`config.mk`:
```
export PLATFORM = sky130hd
export DESIGN_NAME = keypad_scanner
export DESIGN_NICKNAME = d
export VERILOG_FILES = /design/src/rtl/keypad_pkg.sv /design/src/rtl/sync_2ff.sv /design/src/rtl/keypad_scanner.sv
export SDC_FILE = /design/constraint.sdc
export NUM_CORES = 1
export LEC_CHECK = 0
export CORE_AREA = 2 2 79 81
export DETAILED_ROUTE_END_ITERATION = 6
export DIE_AREA = 0 0 81 83
export PLACE_DENSITY = 0.67
export SLEW_MARGIN = 20
export SYNTH_ARGS = -nofsm -noshare
export SYNTH_HDL_FRONTEND = slang
export SYNTH_SLANG_ARGS = --single-unit
export TNS_END_PERCENT = 30
```
`constraint.sdc`:
```
create_clock -name clk -period 4.3 [get_ports clk]
set_input_delay 1.075 -clock clk [delete_from_list [all_inputs] [get_ports clk]]
set_output_delay 1.075 -clock clk [all_outputs]
set_load 0.005 [all_outputs]
```
`src/rtl/keypad_pkg.sv`:
```
// Shared types and constants for the 4x4 keypad scanner.
package keypad_pkg;

    typedef enum logic [1:0] {
        SCAN,
        DEBOUNCE,
        HELD,
        RELEASE
    } scan_state_t;

    localparam int ROWS = 4;
    localparam int COLS = 4;
    localparam logic [COLS-1:0] NO_KEY = 4'b0000;

    function automatic logic is_onehot(input logic [COLS-1:0] v);
        return ($countones(v) == 1);
    endfunction

endpackage

```
`src/rtl/sync_2ff.sv`:
```
// Two-flop synchronizer for asynchronous level inputs; reset value set per instance.
module sync_2ff #(
    parameter int               WIDTH     = 1,
    parameter logic [WIDTH-1:0] RESET_VAL = '0
) (
    input  logic             clk,
    input  logic             reset_n,
    input  logic [WIDTH-1:0] d,
    output logic [WIDTH-1:0] q
);

    logic [WIDTH-1:0] meta_d, meta_q;
    logic [WIDTH-1:0] sync_d, sync_q;

    always_comb begin
        meta_d = d;
        sync_d = meta_q;
    end

    always_ff @(posedge clk or negedge reset_n) begin
        if (!reset_n) begin
            meta_q <= RESET_VAL;
            sync_q <= RESET_VAL;
        end else begin
            meta_q <= meta_d;
            sync_q <= sync_d;
        end
    end

    assign q = sync_q;

endmodule

```
`src/rtl/keypad_scanner.sv`:
```
// Row-scanning 4x4 keypad front end: drives one row at a time, debounces a
// single-column hit, and reports it as a one-hot row/col pair with a press pulse.
module keypad_scanner
    import keypad_pkg::*;
#(
    parameter int SCAN_DIV        = 4096,
    parameter int DEBOUNCE_CYCLES = 65536
) (
    input  logic            clk,
    input  logic            reset_n,
    input  logic [COLS-1:0] col_n,
    output logic [ROWS-1:0] row_n,
    output logic [ROWS-1:0] row_onehot,
    output logic [COLS-1:0] col_onehot,
    output logic            key_valid,
    output logic            key_held
);

    localparam int DIV_W = $clog2(SCAN_DIV);
    localparam int DB_W  = $clog2(DEBOUNCE_CYCLES);
    localparam logic [DIV_W-1:0] DIV_LAST = DIV_W'(SCAN_DIV - 1);
    localparam logic [DB_W-1:0]  DB_LAST  = DB_W'(DEBOUNCE_CYCLES - 1);

    logic [COLS-1:0] col_sync;
    logic [COLS-1:0] col_act;

    scan_state_t     state_d, state_q;
    logic [DIV_W-1:0] dwell_d, dwell_q;
    logic [DB_W-1:0]  db_d, db_q;
    logic [1:0]       idx_d, idx_q;
    logic [ROWS-1:0]  cand_row_d, cand_row_q;
    logic [COLS-1:0]  cand_col_d, cand_col_q;
    logic [ROWS-1:0]  row_onehot_d, row_onehot_q;
    logic [COLS-1:0]  col_onehot_d, col_onehot_q;
    logic             key_valid_d, key_valid_q;
    logic             key_held_d, key_held_q;
    logic             tick;
    logic             cap_active;

    sync_2ff #(
        .WIDTH     (COLS),
        .RESET_VAL ({COLS{1'b1}})
    ) u_col_sync (
        .clk     (clk),
        .reset_n (reset_n),
        .d       (col_n),
        .q       (col_sync)
    );

    assign col_act    = ~col_sync;
    assign tick       = (state_q == SCAN) && (dwell_q == DIV_LAST);
    assign cap_active = |(col_act & cand_col_q);

    always_comb begin
        state_d      = state_q;
        dwell_d      = '0;
        db_d         = db_q;
        idx_d        = idx_q;
        cand_row_d   = cand_row_q;
        cand_col_d   = cand_col_q;
        row_onehot_d = row_onehot_q;
        col_onehot_d = col_onehot_q;
        key_valid_d  = 1'b0;
        key_held_d   = key_held_q;

        case (state_q)
            SCAN: begin
                dwell_d = tick ? '0 : dwell_q + DIV_W'(1);
                if (tick) begin
                    // Row stays driven on a clean single-column hit so debounce sees the same key.
                    if (is_onehot(col_act)) begin
                        cand_row_d = ROWS'(1) << idx_q;
                        cand_col_d = col_act;
                        db_d       = '0;
                        state_d    = DEBOUNCE;
                    end else begin
                        idx_d = idx_q + 2'd1;
                    end
                end
            end
            DEBOUNCE: begin
                if (col_act == cand_col_q) begin
                    if (db_q == DB_LAST) begin
                        row_onehot_d = cand_row_q;
                        col_onehot_d = cand_col_q;
                        key_valid_d  = 1'b1;
                        key_held_d   = 1'b1;
                        state_d      = HELD;
                    end else begin
                        db_d = db_q + DB_W'(1);
                    end
                end else begin
                    db_d    = '0;
                    idx_d   = idx_q + 2'd1;
                    state_d = SCAN;
                end
            end
            HELD: begin
                if (!cap_active) begin
                    db_d    = '0;
                    state_d = RELEASE;
                end
            end
            RELEASE: begin
                if (cap_active) begin
                    state_d = HELD;
                end else if (db_q == DB_LAST) begin
                    key_held_d = 1'b0;
                    idx_d      = idx_q + 2'd1;
                    state_d    = SCAN;
                end else begin
                    db_d = db_q + DB_W'(1);
                end
            end
            default: state_d = SCAN;
        endcase
    end

    always_ff @(posedge clk or negedge reset_n) begin
        if (!reset_n) begin
            state_q      <= SCAN;
            dwell_q      <= '0;
            db_q         <= '0;
            idx_q        <= '0;
            cand_row_q   <= NO_KEY;
            cand_col_q   <= NO_KEY;
            row_onehot_q <= NO_KEY;
            col_onehot_q <= NO_KEY;
            key_valid_q  <= 1'b0;
            key_held_q   <= 1'b0;
        end else begin
            state_q      <= state_d;
            dwell_q      <= dwell_d;
            db_q         <= db_d;
            idx_q        <= idx_d;
            cand_row_q   <= cand_row_d;
            cand_col_q   <= cand_col_d;
            row_onehot_q <= row_onehot_d;
            col_onehot_q <= col_onehot_d;
            key_valid_q  <= key_valid_d;
            key_held_q   <= key_held_d;
        end
    end

    assign row_n      = ~(ROWS'(1) << idx_q);
    assign row_onehot = row_onehot_q;
    assign col_onehot = col_onehot_q;
    assign key_valid  = key_valid_q;
    assign key_held   = key_held_q;

endmodule
```
# Yosys cells after proc, flatten, opt, wreduce, memory -nomap -nowiden
# Cells that the tools add are included.
# classes
addsub	6
eq_ne	18
shift	1
n_mux	31
n_bitwise	3
n_reduce_logical	11
# ops
operator	n
$mux W16	6
$pmux W16 S4	1
$mux W12	2
$mux W2	12
$add A16 B1 Y16 const B	1
$eq A16 B16 Y1 const B	1
$ne A2 B2 Y1 const B	8
$add A12 B1 Y12 const B	1
$eq A12 B12 Y1 const B	1
$reduce_and A5 Y1	2
$not A4 Y4	2
$pmux W2 S4	1
$mux W1	7
$ne A3 B3 Y1 const B	2
$pmux W2 S3	1
$reduce_and A3 Y1	2
$reduce_and A6 Y1	1
$add A1 B1 Y2	2
$and A4 B4 Y4	1
$eq A2 B2 Y1 const B	2
$eq A4 B4 Y1	1
$reduce_and A4 Y1	1
$reduce_or A4 Y1	1
$shl A1 B2 Y4 const A	1
other kinds (10)	10
# word_totals
regBits	58
inputBits	6

# Depth between registers and ports, before layout
# Gate-level depths: netlist of the first run.
# logic_depth
depth_word	7
mapped_depth	10
depth_no_buf	9

# Hierarchy
# From an unflattened synthesis of the first run, not the netlist that was laid out.
# unflattened
hier_cells	292
hier_area_um2	3040.4
# by_module_without_submodules
mod	instances	cells_each	area_each_um2	seq_area_each_um2
keypad_scanner	1	284	2830.2	1251.2
sync_2ff	1	8	210.2	210.2

# Least setup slack after synthesis of the first run
# Ideal clock, no wire load.
# synth_timing
path_kind	register to register
start	register u_col_sync.sync_q[0], in the netlist u_col_sync.q[0]
end	register db_q[7]
setup_ps	129
arrival_ps	2767
t_required_ps	4171
setup_slack_ps	1404
stages_incl_launch_ff	11
n_path_buf	1
path_cell_list	dfstp_2 fa_1 inv_1 ha_1 ha_1 or3b_2 nor4_2 o22ai_1 clkbuf_1 o21ai_0 o31ai_1
# synth_between
elab_chain_cells	6
word_cells_on_any_way	13
cone_classes	2 x add/sub; 5 x eq/ne; 2 x mux; 2 x bitwise; 2 x reduce/logical
# synth_rtl
element	line_no	source
start, declared	sync_2ff.sv:13	logic [WIDTH-1:0] sync_d, sync_q;
start signal, assigned	sync_2ff.sv:26	sync_q <= sync_d;
$not A4 Y4 (*)	keypad_scanner.sv:50	assign col_act = ~col_sync;
$add A1 B1 Y2 (implied by the code)	keypad_pkg.sv:16	return ($countones(v) == 1);
$add A2 B2 Y3 (implied by the code)	keypad_pkg.sv:16	
$eq A3 B1 Y1	keypad_pkg.sv:16	
$ne A2 B1 Y1 (no line)	n/a	
$reduce_and A4 Y1 (no line)	n/a	
end signal, assigned	keypad_scanner.sv:123	db_q <= '0;
end signal, assigned	keypad_scanner.sv:134	db_q <= db_d;
end, declared	keypad_scanner.sv:29	logic [DB_W-1:0] db_d, db_q;
# Every way passes the cells marked *; elsewhere a longest branch is shown, timed or not.
# A chain may end at the register's enable or synchronous reset.

# Worst setup path after layout of the first run
# layout_timing
start	register u_col_sync.sync_q[3], in the netlist u_col_sync.q[3]
end	register db_q[7]
# Same word-level chain as after synthesis.

==> results of run 1 <==
-- power by group --
group          leakage, nW  internal, W   total, W  switching, W
registers            0.769     0.000553   0.000555    0.00000239
clock network       0.0851     0.000221   0.000430      0.000209
logic                0.617    0.0000100  0.0000274     0.0000174
-- layer usage --
| layer | track usage | wire length (microns) |
|---|---|---|
| met3 | 0.0728 | 255 |
| met2 | 0.271 | 2530 |
| met1 | 0.249 | 2610 |
| met4 | 0.0539 | 68 |
| met5 | 0 | 0 |
-- cell type report --
| class | instances | area, sq um |
|---|---|---|
| clock buffer | 11 | 141 |
| clock inverter | 5 | 30.0 |
| fill | 540 | 2550 |
| inverter | 17 | 63.8 |
| multi-input combinational | 212 | 1270 |
| sequential | 58 | 1460 |
| tap | 75 | 93.8 |
| timing repair buffer | 22 | 208 |
-- worst register-to-register path: cells and delay by family (launching register included) --
kind	cells	cell delay, ps
compound gates	3	690
fa+ha+maj	3	760
buf+inv	1	70
flops	1	560
simple gates	2	870
-- cells by family after synthesis --
| family | after synthesis | synth area share |
|---|---|---|
| xor gates and xnor gates | 10 | 0.0310 |
| adders and majority gates | 13 | 0.0603 |
| and+or+nand+nor | 130 | 0.226 |
| AOI/OAI and AO/OA | 58 | 0.124 |
| buffers and inverters | 26 | 0.0359 |
| DFF | 58 | 0.518 |
| muxes | 1 | 0.00532 |
-- state kept, by name, summed over array words and instances, names as in the netlist --
name,flops
cand_col_q,4
u_col_sync.meta_q,4
db_q,16
cand_row_q,4
col_onehot,4
row_onehot,4
u_col_sync.q,4
dwell_q,12
state_q,2
idx_q,2
key_valid,1
key_held,1
-- cells in the mapped netlist (5+ instances only) --
master and number:
inv_1 17, xor2_1 5, nor2_1 25, nand2_1 55, dfstp_2 8, nand4_1 9
nand3_1 14, clkbuf_1 6, or4_1 5, xnor2_1 5, dfrtp_1 50, a21oi_1 6
ha_1 12, o21ai_0 29
-- metrics by stage --
stage / cell area, sq um / hold slack (ps) / setup WS [ps] / cells / total power [W]
2_1_floorplan: 2820 / 345 / 1400 / 296 / 0.000574
3_3_place_gp: 3090 / 348 / 1200 / 384 / 0.000592
3_5_place_dp: 3090 / 347 / 1070 / 384 / 0.000594
4_1_cts: 3260 / 357 / 1050 / 400 / 0.00103
5_1_grt: 3260 / 358 / 959 / 400 / 0.00106
6_report: 3260 / 355 / 1230 / 400 / 0.00101
-- final timing paths --
path / endpoint / slack, ps / cells after the start
worst min register to register: u_col_sync.q[0]$_DFF_PN1_ / 360 / 0
worst max-delay path: db_q[7]$_DFFE_PN0P_ / 1230 / 9
max in group asynchronous: u_col_sync.q[2]$_DFF_PN1_ / 2710 / 2
worst max register to register: db_q[7]$_DFFE_PN0P_ / 1230 / 9
worst min-delay path: u_col_sync.q[0]$_DFF_PN1_ / 360 / 0
min in group asynchronous: db_q[11]$_DFFE_PN0P_ / 740 / 1
==> run metrics, run 1 <==
status finished clean; Area Growth Syn to Fin 15.6%; hold path start u_col_sync.meta_q[0]$_DFF_PN1_; most used cell, CP ha_1; Worst Path Arrival 3290 ps; Die X 81 microns; Least-Margin Pin Slew 655 ps; most common cell after layout, fill and taps aside nand2_1; GP Congestion 0.903; CORE AREA 5820 sq um; Final Util 0.561; PwrDens 310 nW/um^2; Seq/Total Area, Yosys 0.518; Post-route DRC 0; FMAX 0.326 GHz; WL/cell 13.7 microns; cts hold-fix bufs 0; TritonCTS clock tree done; Die ar. 6720 sq um; port buffer count 19; Antenna diodes 0; cell taking the most area after synthesis dfrtp_1; setup TNS 0 ps; drt total wl 5470 microns; num rows 28; H-tree depth 3; Max-slew headroom 0.563; DRT antenna net count 0; antenna violations before repair 0; Num CTS Buffers 9; Max VDD drop 0.243 mV; Starting Density 0.485; first drt pass iteration count 4; Worst Path Buf+Inv 1; Setup crit start u_col_sync.q[3]$_DFF_PN1_; Layout Nets 339; EDFF count, synth 0; die extent in y 83 microns; Tot GR Track Use 0.184; Clock Skews 4.98 ps; setup bufs post-CTS 0; Via Count 2159; I/O pin count 20; fin crit period 3070 ps; post-CTS resize count 0; DR iter-0 viols 127; largest net degree at the start of global routing 33; Final Hold Violating Endpoints 0; Most used DFF post-synth dfrtp_1; max-cap viol count 0; Clock Sinks 58; Critical Path Max Stage Delay 560 ps; Overflow after GRT 0; Hold Path Class flop to flop; CP top delay family simple AND/OR/NAND/NOR gates; required time of the critical path 4520 ps; RSZ-0062 raised after global routing false; HPWL Detailed 3850 microns; Distinct cells, synth 42; Worst-Skew Late Latency 340 ps; syn_area_per_cell 9.54 sq um; final setup violation count 0; crit end category flop; Worst Path Class, Setup flop to flop; root buf cell clkbuf_8; first-pass GRT wire length 9590 microns; clock buffer depth 2; Critical Path, Cell by Cell fa_1 -> inv_1 -> ha_1 -> ha_1 -> or3b_2 -> nor4_2 -> o22ai_2 -> o21ai_0 -> o31ai_1; synth warn 0; Leak 1.47 nW; Synth Instances 296; largest cells by area after synthesis dfrtp_1 44%, dfstp_2 7.4%, nand2_1 7.3%; Synthesized Nets 315; period utilisation layout 0.713; mapped cell area 2820 sq um; critical path launch point type flop; post-DR vias/cell 5.40; Final Max Tran Viols 0; share of the synthesized area in the top cell type 0.443; layout cells sized above 1 0.111; crit path max-delay cell type dfstp_2; Synth async-reset ratio 1.00; most frequent cells in the layout 55 x nand2_1, 50 x dfrtp_1, 29 x o21ai_0; post-synthesis register bit count 58; worst r2r src u_col_sync.q[3]$_DFF_PN1_; CP Max Fanout 17; vias in the first global route 2063; Clock transition at path regs 60 ps
Note: power is estimated with default switching activity, not from simulation.
==> inputs of run 2 (changes only) <==
--- a/config.mk
+++ b/config.mk
@@ -8,7 +8,7 @@
 export CORE_AREA = 2 2 79 81
 export DETAILED_ROUTE_END_ITERATION = 6
 export DIE_AREA = 0 0 81 83
-export PLACE_DENSITY = 0.67
+export PLACE_DENSITY = 0.7
 export SLEW_MARGIN = 20
 export SYNTH_ARGS = -nofsm -noshare
 export SYNTH_HDL_FRONTEND = slang
==> constraint.sdc (replaced) <==
create_clock -name clk -period 2.77 [get_ports clk]
set_input_delay 0.6925 -clock clk [delete_from_list [all_inputs] [get_ports clk]]
set_output_delay 0.6925 -clock clk [all_outputs]
set_load 0.005 [all_outputs]
==> run metrics, run 2 (synthesis results as in run 1) <==
Hold Path Class primary input to asynchronous set/reset pin (was flop to flop); Worst Path Arrival 2860 ps (was 3290 ps); register area 1460 sq um (unchanged); setup TNS 0 ps (unchanged); flop2flop setup slack 120 ps (was 1230 ps); Via Count 2218 (was 2159); layout cells sized above 1 0.144 (was 0.111); NetSw 0.000346 W (was 0.000229 W); root buf cell clkbuf_8 (unchanged); Least-Margin Pin Slew 438 ps (was 655 ps); Leak 1.56 nW (was 1.47 nW); status finished clean (unchanged); Switching Share 0.202 (was 0.226); num rows 28 (unchanged); Filler Cell Count 500 (was 540); Antenna diodes 0 (unchanged); Tot GR Track Use 0.197 (was 0.184); Max-slew headroom 0.704 (was 0.563); gr busiest metal met2 (unchanged); Final WS setup 122 ps (was 1230 ps); max FFs per register 16 (unchanged); Die ar. 6720 sq um (unchanged); DR iter-0 viols 196 (was 127); antenna violations before repair 0 (unchanged); Starting Density 0.485 (unchanged); Cell Int Power 0.00137 W (was 0.000784 W); most frequent cells in the layout 55 x nand2_1, 50 x dfrtp_1, 25 x nor2_1 (was 55 x nand2_1, 50 x dfrtp_1, 29 x o21ai_0); worst r2r src u_col_sync.q[1]$_DFF_PN1_ (was u_col_sync.q[3]$_DFF_PN1_); Worst-Skew Late Latency 340 ps (about the same); vias in the first global route 2122 (was 2063); Post-Place Worst Slack -124 ps (was 1070 ps); M1 GR Usage 0.275 (was 0.249); Clock transition at path regs 60 ps (about the same); port buffer count 19 (unchanged); H-tree depth 3 (unchanged); period utilisation layout 0.956 (was 0.713); fin crit period 2650 ps (was 3070 ps); CP Max Fanout 5 (was 17); clock buffer depth 2 (unchanged); CORE AREA 5820 sq um (unchanged); most common cell after layout, fill and taps aside nand2_1 (unchanged); die extent in y 83 microns (unchanged); first drt pass iteration count 4 (unchanged); required time of the critical path 2990 ps (was 4520 ps); TritonCTS clock tree done (unchanged); Overflow after GRT 0 (unchanged); Clock Power Share 0.467 (was 0.425); Worst R2R End db_q[9]$_DFFE_PN0P_ (was db_q[7]$_DFFE_PN0P_); FMAX 0.378 GHz (was 0.326 GHz); critical path launch point type flop (unchanged); PwrDens 497 nW/um^2 (was 310 nW/um^2); met3 Use GR 0.0739 (was 0.0728); Post-route DRC 0 (unchanged); HPWL Detailed 3860 microns (was 3850 microns); first-pass GRT wire length 10300 microns (was 9590 microns); max-cap viol count 0 (unchanged); sequential share of power 0.502 (was 0.548); area occupied by multi-input gates 1340 sq um (was 1270 sq um); Die X 81 microns (unchanged); drt total wl 6070 microns (was 5470 microns); Layout Nets 348 (was 339); Reg with most FFs db_q (unchanged); Area Growth Syn to Fin 22.2% (was 15.6%); post-DR vias/cell 5.42 (was 5.40); GP Congestion 0.895 (was 0.903); Final Hold Violating Endpoints 0 (unchanged); Clock Skews 11.4 ps (was 4.98 ps); GR Layer Usage met2 0.289 (was 0.271); Num CTS Buffers 9 (unchanged); Clock Sinks 58 (unchanged); Final Max Tran Viols 0 (unchanged); Regs by FF count db_q (16), dwell_q (12) (unchanged); largest net degree at the start of global routing 59 (was 33); final setup violation count 0 (unchanged); R2R cell count 10 (was 9); I/O pin count 20 (unchanged); crit end category flop (unchanged); DRT antenna net count 0 (unchanged); RSZ-0062 raised after global routing true (was false); Min Hold Slack 341 ps (was 355 ps); Worst Path Class, Setup flop to flop (unchanged); WL/cell 14.8 microns (was 13.7 microns); combinational fraction of design power 0.031 (was 0.027); Max VDD drop 0.444 mV (was 0.243 mV)
[run 2: critical path, cell delays in order (launching register included)]
cell and delay, ps:
dfstp_2 550, fa_1 410, inv_1 70, ha_2 180, ha_4 190, or3b_4 380, nor4_4 190, buf_6 180
o22ai_4 100, a22oi_2 190, o31ai_1 90
[run 2: how the worst max path moves through the flow]
stage | from | to | cells past startpoint
finish | u_col_sync.q[1]$_DFF_PN1_ | db_q[9]$_DFFE_PN0P_ | 10
detailed placement | u_col_sync.q[1]$_DFF_PN1_ | db_q[7]$_DFFE_PN0P_ | 9
CTS | u_col_sync.q[1]$_DFF_PN1_ | db_q[0]$_DFFE_PN0P_ | 10
global placement | u_col_sync.q[0]$_DFF_PN1_ | db_q[9]$_DFFE_PN0P_ | 9
global route | u_col_sync.q[3]$_DFF_PN1_ | col_onehot[0]$_DFFE_PN0P_ | 8
floorplan | u_col_sync.q[0]$_DFF_PN1_ | db_q[7]$_DFFE_PN0P_ | 10
[run 2: metal layers]
| metal | share of wire | up-vias |
|---|---|---|
| met5 | 0 | - |
| met4 | 0.010 | 0 |
| met2 | 0.46 | 59 |
| met1 | 0.47 | 1043 |
| met3 | 0.052 | 8 |
| li1 | - | 1108 |
[run 2: what timing repair did]
item | CTS | global route
pin swaps | 3 | 5
cloned | 1 | 1
resized for setup | 5 | 15
setup buffers | 2 | 0
endpoints found under the setup margin | 15 | 25
hold buffers | 0 | 0
hold endpoints to repair | 0 | 0
[run 2: power groups by stage]
stage | sequential (W) | clock (W) | combinational (W)
2_1_floorplan | 0.000876 | 0 | 0.0000165
3_3_place_gp | 0.000876 | 0 | 0.0000472
3_5_place_dp | 0.000876 | 0 | 0.0000493
4_1_cts | 0.000861 | 0.000823 | 0.0000516
5_1_grt | 0.000862 | 0.000865 | 0.0000613
6_report | 0.000861 | 0.000800 | 0.0000533
[run 2: layout make-up]
type | instances | share of cell area
clock buffer | 14 | 0.0501
clock inverter | 2 | 0.0102
inverter | 17 | 0.0185
multi-input combinational | 214 | 0.389
sequential | 58 | 0.424
tap | 75 | 0.0272
timing repair buffer | 29 | 0.0813
[run 2: through the flow]
step	cells	cell area (sq um)	util	power, W
global route	409	3450	0.593	0.00179
detailed placement	389	3150	0.542	0.000926
global placement	389	3150	0.542	0.000923
finish	409	3450	0.593	0.00172
CTS	408	3400	0.585	0.00174
floorplan	296	2840	-	0.000892
